File: src/rtl/wb_pkg.sv
// ---------------------------------------------------------------------------
// wb_pkg
// Shared types and default sizes for the eviction write buffer.
//   wb_state_t : drain state machine states (WB_IDLE, WB_BUSY)
//   wb_entry_t : one buffered eviction {addr, data} at the default widths
//   WB_*       : default address/data widths and buffer depth
// ---------------------------------------------------------------------------
package wb_pkg;

    localparam int WB_ADDRSIZE = 32;
    localparam int WB_DATASIZE = 32;
    localparam int WB_DEPTH    = 4;

    typedef enum logic {
        WB_IDLE = 1'b0,
        WB_BUSY = 1'b1
    } wb_state_t;

    typedef struct packed {
        logic [WB_ADDRSIZE-1:0] addr;
        logic [WB_DATASIZE-1:0] data;
    } wb_entry_t;

endpackage

File: src/rtl/wb_fifo.sv
// ---------------------------------------------------------------------------
// wb_fifo
// Circular entry store for the eviction write buffer.
// Ports:
//   clk, rst_n             : clock, asynchronous active-low reset
//   push, push_addr/data   : append an entry at the tail
//   pop                    : retire the head entry
//   upd, upd_pos, upd_data : overwrite the data of the entry upd_pos places
//                            behind the head (used for coalescing)
//   head_addr, head_data   : oldest entry
//   ent_addr, ent_data     : all entries flattened in age order (slot 0 = head)
//   ent_valid              : per-slot valid mask matching ent_addr/ent_data
//   full, empty, count     : occupancy, derived from the registered count
// ---------------------------------------------------------------------------
module wb_fifo
    import wb_pkg::*;
#(
    parameter int ADDRSIZE = WB_ADDRSIZE,
    parameter int DATASIZE = WB_DATASIZE,
    parameter int DEPTH    = WB_DEPTH,
    parameter int PTRSIZE  = $clog2(DEPTH)
) (
    input  logic                         clk,
    input  logic                         rst_n,
    input  logic                         push,
    input  logic [ADDRSIZE-1:0]          push_addr,
    input  logic [DATASIZE-1:0]          push_data,
    input  logic                         pop,
    input  logic                         upd,
    input  logic [PTRSIZE-1:0]           upd_pos,
    input  logic [DATASIZE-1:0]          upd_data,
    output logic [ADDRSIZE-1:0]          head_addr,
    output logic [DATASIZE-1:0]          head_data,
    output logic [DEPTH*ADDRSIZE-1:0]    ent_addr,
    output logic [DEPTH*DATASIZE-1:0]    ent_data,
    output logic [DEPTH-1:0]             ent_valid,
    output logic                         full,
    output logic                         empty,
    output logic [PTRSIZE:0]             count
);

    logic [ADDRSIZE-1:0] addr_mem [DEPTH];
    logic [DATASIZE-1:0] data_mem [DEPTH];
    logic [PTRSIZE-1:0]  wr_ptr;
    logic [PTRSIZE-1:0]  rd_ptr;
    logic                do_push;
    logic                do_pop;
    logic [PTRSIZE-1:0]  idx;

    // Occupancy comes from the count so a full buffer and an empty one
    // are never confused when the pointers coincide.
    assign full    = (count == (PTRSIZE+1)'(DEPTH));
    assign empty   = (count == '0);
    assign do_push = push && !full;
    assign do_pop  = pop && !empty;

    always_ff @(posedge clk or negedge rst_n) begin
        if (!rst_n) begin
            wr_ptr <= '0;
            rd_ptr <= '0;
            count  <= '0;
        end else begin
            if (do_push) wr_ptr <= wr_ptr + PTRSIZE'(1);
            if (do_pop)  rd_ptr <= rd_ptr + PTRSIZE'(1);
            count <= count + (PTRSIZE+1)'(do_push) - (PTRSIZE+1)'(do_pop);
        end
    end

    // Storage is not reset: slots outside the valid window are never observed.
    always_ff @(posedge clk) begin
        if (do_push) begin
            addr_mem[wr_ptr] <= push_addr;
            data_mem[wr_ptr] <= push_data;
        end
        if (upd) begin
            data_mem[rd_ptr + upd_pos] <= upd_data;
        end
    end

    assign head_addr = addr_mem[rd_ptr];
    assign head_data = data_mem[rd_ptr];

    // Present entries oldest-first so the lookup can let newer slots win.
    always_comb begin
        ent_addr  = '0;
        ent_data  = '0;
        ent_valid = '0;
        idx       = '0;
        for (int k = 0; k < DEPTH; k++) begin
            idx = rd_ptr + PTRSIZE'(k);
            ent_addr[k*ADDRSIZE +: ADDRSIZE] = addr_mem[idx];
            ent_data[k*DATASIZE +: DATASIZE] = data_mem[idx];
            ent_valid[k] = ((PTRSIZE+1)'(k) < count);
        end
    end

endmodule

File: src/rtl/evict_write_buffer.sv
// ---------------------------------------------------------------------------
// evict_write_buffer
// Queues dirty words evicted by the data cache and drains them to memory
// with a req/ack handshake; offers a combinational lookup so a miss can be
// served from a pending eviction.
// Ports:
//   clk, rst_n                  : clock, asynchronous active-low reset
//   evict, evaddr, evdata       : eviction from the cache
//   ev_ready                    : eviction can be accepted (= !full)
//   lookup_addr                 : miss address to search for
//   lookup_hit, lookup_data     : newest pending match (data 0 on no hit)
//   mem_req, mem_addr, mem_wdata: write request to memory (head entry)
//   mem_ack                     : memory accepted the write
//   empty, full, count          : buffer occupancy
// Build option: EVICT_COALESCE_EN merges an eviction into a pending entry
// with the same address instead of appending a duplicate.
// ---------------------------------------------------------------------------
module evict_write_buffer
    import wb_pkg::*;
#(
    parameter int ADDRSIZE = WB_ADDRSIZE,
    parameter int DATASIZE = WB_DATASIZE,
    parameter int DEPTH    = WB_DEPTH,
    parameter int PTRSIZE  = $clog2(DEPTH)
) (
    input  logic                clk,
    input  logic                rst_n,
    input  logic                evict,
    input  logic [ADDRSIZE-1:0] evaddr,
    input  logic [DATASIZE-1:0] evdata,
    output logic                ev_ready,
    input  logic [ADDRSIZE-1:0] lookup_addr,
    output logic                lookup_hit,
    output logic [DATASIZE-1:0] lookup_data,
    output logic                mem_req,
    output logic [ADDRSIZE-1:0] mem_addr,
    output logic [DATASIZE-1:0] mem_wdata,
    input  logic                mem_ack,
    output logic                empty,
    output logic                full,
    output logic [PTRSIZE:0]    count
);

    wb_state_t                  state;
    wb_state_t                  state_next;
    logic                       load_req;
    logic                       pop;
    logic                       accept;
    logic                       push;
    logic                       upd;
    logic                       co_hit;
    logic [PTRSIZE-1:0]         co_pos;
    logic [ADDRSIZE-1:0]        head_addr;
    logic [DATASIZE-1:0]        head_data;
    logic [DEPTH*ADDRSIZE-1:0]  ent_addr;
    logic [DEPTH*DATASIZE-1:0]  ent_data;
    logic [DEPTH-1:0]           ent_valid;

    wb_fifo #(
        .ADDRSIZE (ADDRSIZE),
        .DATASIZE (DATASIZE),
        .DEPTH    (DEPTH),
        .PTRSIZE  (PTRSIZE)
    ) u_fifo (
        .clk       (clk),
        .rst_n     (rst_n),
        .push      (push),
        .push_addr (evaddr),
        .push_data (evdata),
        .pop       (pop),
        .upd       (upd),
        .upd_pos   (co_pos),
        .upd_data  (evdata),
        .head_addr (head_addr),
        .head_data (head_data),
        .ent_addr  (ent_addr),
        .ent_data  (ent_data),
        .ent_valid (ent_valid),
        .full      (full),
        .empty     (empty),
        .count     (count)
    );

    // Acceptance looks only at the pre-edge full flag, so a pop on the same
    // edge never frees room for an eviction.
    assign ev_ready = !full;
    assign accept   = evict && !full;
    assign push     = accept && !co_hit;
    assign upd      = accept && co_hit;

`ifdef EVICT_COALESCE_EN
    // Newest matching entry wins; the head being written to memory is left
    // alone so mem_wdata cannot change under an outstanding request.
    always_comb begin
        co_hit = 1'b0;
        co_pos = '0;
        for (int k = 0; k < DEPTH; k++) begin
            if (ent_valid[k] && ent_addr[k*ADDRSIZE +: ADDRSIZE] == evaddr &&
                !(k == 0 && state == WB_BUSY)) begin
                co_hit = 1'b1;
                co_pos = PTRSIZE'(k);
            end
        end
    end
`else
    assign co_hit = 1'b0;
    assign co_pos = '0;
`endif

    always_ff @(posedge clk or negedge rst_n) begin
        if (!rst_n) begin
            state <= WB_IDLE;
        end else begin
            state <= state_next;
        end
    end

    // IDLE launches a request as soon as anything is queued; BUSY waits
    // for the ack, pops, and returns to IDLE (one bubble cycle per entry).
    always_comb begin
        state_next = state;
        load_req   = 1'b0;
        pop        = 1'b0;
        case (state)
            WB_IDLE: begin
                if (!empty) begin
                    state_next = WB_BUSY;
                    load_req   = 1'b1;
                end
            end
            WB_BUSY: begin
                if (mem_ack) begin
                    state_next = WB_IDLE;
                    pop        = 1'b1;
                end
            end
            default: state_next = WB_IDLE;
        endcase
    end

    // mem_req follows the state register so reset removes it immediately.
    assign mem_req = (state == WB_BUSY);

    // When an eviction coalesces into the head on the same edge the request
    // is launched, forward the new data so the stale word is never written.
    always_ff @(posedge clk or negedge rst_n) begin
        if (!rst_n) begin
            mem_addr  <= '0;
            mem_wdata <= '0;
        end else if (load_req) begin
            mem_addr  <= head_addr;
            mem_wdata <= (upd && co_pos == '0) ? evdata : head_data;
        end
    end

    // Later slots are newer, so the last match in the scan is the newest.
    always_comb begin
        lookup_hit  = 1'b0;
        lookup_data = '0;
        for (int k = 0; k < DEPTH; k++) begin
            if (ent_valid[k] && ent_addr[k*ADDRSIZE +: ADDRSIZE] == lookup_addr) begin
                lookup_hit  = 1'b1;
                lookup_data = ent_data[k*DATASIZE +: DATASIZE];
            end
        end
    end

endmodule

File: config.mk
export PLATFORM = sky130hd
export DESIGN_NAME = evict_write_buffer
export DESIGN_NICKNAME = d
export VERILOG_FILES = /design/src/rtl/wb_pkg.sv /design/src/rtl/wb_fifo.sv /design/src/rtl/evict_write_buffer.sv
export SDC_FILE = /design/constraint.sdc
export NUM_CORES = 1
export LEC_CHECK = 0
export BUFFER_PORTS_ARGS = -buffer_cell sky130_fd_sc_hd__buf_4
export CELL_PAD_IN_SITES_DETAIL_PLACEMENT = 1
export CELL_PAD_IN_SITES_GLOBAL_PLACEMENT = 1
export CORE_AREA = 2 2 204 206
export CTS_BUF_LIST = sky130_fd_sc_hd__clkbuf_4 sky130_fd_sc_hd__clkbuf_8
export DETAILED_ROUTE_END_ITERATION = 7
export DIE_AREA = 0 0 206 208
export GPL_TIMING_DRIVEN = 0
export MAX_ROUTING_LAYER = met4
export PLACE_DENSITY_LB_ADDON = 0.1
export REMOVE_ABC_BUFFERS = 1
export SYNTH_ARGS = -nofsm -noshare
export SYNTH_HDL_FRONTEND = slang
export SYNTH_SLANG_ARGS = --single-unit
File: constraint.sdc
create_clock -name clk -period 3.9 [get_ports clk]
set_input_delay 0.39 -clock clk [delete_from_list [all_inputs] [get_ports clk]]
set_output_delay 0.39 -clock clk [all_outputs]
set_load 0.05 [all_outputs]
==> reports/metrics.cfg <==
[route]
via_per_inst = 6.80
route.detailed.drc = 0
firstDrtPassIters = 5
wl_mm = 82.6
final_antenna_net_count = 0
drt_iter0_drc = 2111
wl_per_cell_um = 32.4
vias = 17339

[critical_path]
path_class = flop to output pin
max_stage_delay_ns = 0.70
crit_arrival_ns = 4.40
crit_slowest_cell = or4_4
path_cells = buf_16, buf_16, buf_8, mux4_2, a22o_1, a211oi_2, nand3_2, or4_4, buf_12, nor2_4, buf_12, a31oi_1, a22oi_1, buf_4
worstReg2RegStart = u_fifo.count[2]
critical_path_required_ns = 3.51
crit_fanout = 10
r2r-end = u_fifo.count[2]
end_kind = output pin
ff2ff_setup_slack_ns = 1.56
startpoint_type = flop
cp.buffers_inverters = 6
crit_family = buffers and inverters
ff2ff_path_depth = 8

[floorplanning]
die_h_um = 208
design.core.area_sq_um = 40600
rows = 74
die_area_sq_um = 42800
dieWidth_um = 206
initial_core_util = 0.495
io_pins = 204

[place]
dp_slack_ns = -2.69
port_buffers = 203
dpl.hpwl_mm = 40.4
dp_cells = 2239
gp_congestion = 0.857

[global_route]
grtUsageTotal = 0.379
first_global_vias = 17795
antenna_found_initial = 8
grt_pass1_wl_mm = 117
overflow = 0
grt_max_degree = 73

[timing]
tightest_slew_ns = 1.17
max-slew-margin-rel = 0.218
fmax_mhz = 209
period_minus_slack_ns = 4.79
rsz0062_at_grt = yes
setup_viol = 33
fin_skew_ns = 0.0316
fin_ws_ns = -0.888
post-route-period-util = 1.23
hold_viol = 0
fin_tns_setup_ns = -26.83
drv_slew = 0

[logic_synthesis]
synth.avg_cell_area_sq_um = 12.3
yosysTopAreaCellShare = 0.383
ys_types = 78
synth_edf_count = 256
yosysWarnings = 0
async_flop_share = 0.220
synth_common_cells = edfxtp_1, mux2i_1, nor2_1
post-synth-top-count-cell = edfxtp_1
synth-seq-cells = 328
synth_ff_type = edfxtp_1
synth_area_sq_um = 20100
ys_seq_area_frac = 0.473
synth_area_leaders = edfxtp_1, dfrtp_1, mux2_2
synth_cells = 1638
synth_top_area_cell = edfxtp_1

[min_path]
hold_depth = 3
holdCritPathClass = input port to flop
min_to = u_fifo.wr_ptr[0]
min_from = evict

[pwr]
p_leak_nw = 10.1
powerDensity_nw_per_um2 = 815
irDropWorstVdd_uv = 810

[clocking]
cts.sinks = 328
clock_latency_ns = 0.70
htreeDepth = 2
clk_pin_slew_worst_paths_ns = 0.06
cts_inserted_buffers = 58
cts-root-buf = clkbuf_8
cts_buffer_depth = 3
tritoncts = built

[cells_and_area]
seq_area_sq_um = 9500
multiInputGateArea_sq_um = 11100
areaGrowthSynthToFinish_pct = 35.9
layout.cells.non_filler = 2550
fillers = 3836
fin_nets = 2070
utilization = 0.672
layout-drive-gt1-share = 0.427

[outcome]
status = finished, violations left
violations = setup timing

[job]
maxCapViolations = 0

## logic make-up after synthesis
logic type               share of synthesized area
AO/OA/AOI/OAI                                0.133
multiplexers                                 0.222
flip-flops                                   0.473
AND/OR/NAND/NOR                             0.0696
buffers and inverters                       0.0476
XOR/XNOR                                    0.0489
adder cells (fa/ha/maj)                    0.00599
## flip-flops by register name (all words and copies together) (netlist names)
register and cells:
u_fifo.addr_mem 128, u_fifo.data_mem 128, mem_addr 32, mem_wdata 32, u_fifo.count 3, u_fifo.rd_ptr 2, u_fifo.wr_ptr 2, mem_req 1
## final cells by class
class	count	share of cell area
Multi-Input combinational cell	1145	0.406
Antenna cell	7	0.000642
Timing Repair Buffer	405	0.170
Sequential cell	328	0.348
Inverter	22	0.00399
Clock inverter	24	0.00615
Tap cell	532	0.0244
Timing Repair inverter	1	0.000321
Clock buffer	86	0.0397
## worst max-delay path by stage
stage                startpoint              end  depth (start not counted)
5_1_grt        u_fifo.rd_ptr[1]  lookup_data[15]                         14
6_report       u_fifo.rd_ptr[1]  lookup_data[15]                         14
4_1_cts        u_fifo.rd_ptr[1]  lookup_data[17]                         14
2_1_floorplan  u_fifo.rd_ptr[0]   lookup_data[0]                          8
3_3_place_gp   u_fifo.rd_ptr[0]   lookup_data[0]                          9
3_5_place_dp   u_fifo.rd_ptr[1]   lookup_data[0]                         14
## cell usage in the layout, fill, tap and decap left out, types with 32 or more instances in the layout
| cell | count |
|---|---|
| a21oi_1 | 42 |
| a31oi_1 | 73 |
| buf_16 | 32 |
| buf_4 | 233 |
| clkbuf_8 | 70 |
| dfrtp_1 | 70 |
| dlygate4sd3_1 | 66 |
| edfxtp_1 | 256 |
| mux2_2 | 134 |
| mux2i_1 | 122 |
| mux4_2 | 64 |
| nand2_1 | 61 |
| nor2_1 | 133 |
| o21ai_0 | 45 |
| xnor2_1 | 56 |
| xor2_1 | 38 |
## layer usage
metal	share of wire	wire length (um)	vias up	global-route usage
li1	-	-	7065	-
met1	0.38	31500	8886	0.479
met2	0.47	38900	1136	0.592
met3	0.11	8720	252	0.0945
met4	0.042	3480	0	0.137
met5	0	0	-	-
## worst register-to-register path, delay by kind of cell (launching register included)
kind / cells / cell delay, ns
xor+xnor: 1 / 0.18
fa+ha+maj: 3 / 0.85
buf+inv: 2 / 0.12
flops: 1 / 0.51
simple gates: 2 / 0.58
## power breakdown
group / internal [mW] / switching [mW] / leakage (nW) / total (mW)
Clock: 1.91 / 1.60 / 0.663 / 3.51
Combinational: 5.51 / 7.79 / 6.23 / 13.3
Sequential: 4.79 / 0.609 / 3.19 / 5.40
## timing repair
| action | CTS | global route |
|---|---|---|
| setup buffers | 70 | 17 |
| gates resized for setup | 171 | 115 |
| hold endpoints to repair | 318 | 0 |
| setup endpoints to repair | 33 | 33 |
| gates cloned | 36 | 7 |
| pin swaps | 40 | 51 |
| hold buffers | 66 | 0 |
## per-stage QoR
stage | cell area [sq um] | hold WS, ns | power [mW]
3_5_place_dp | 22000 | 0.471 | 15.5
2_1_floorplan | 19200 | 0.0944 | 11.8
5_1_grt | 27300 | 0.222 | 22.9
6_report | 27300 | 0.191 | 22.2
3_3_place_gp | 21400 | 0.462 | 13.0
4_1_cts | 26300 | 0.170 | 21.1
(Power assumes the default switching activity.)
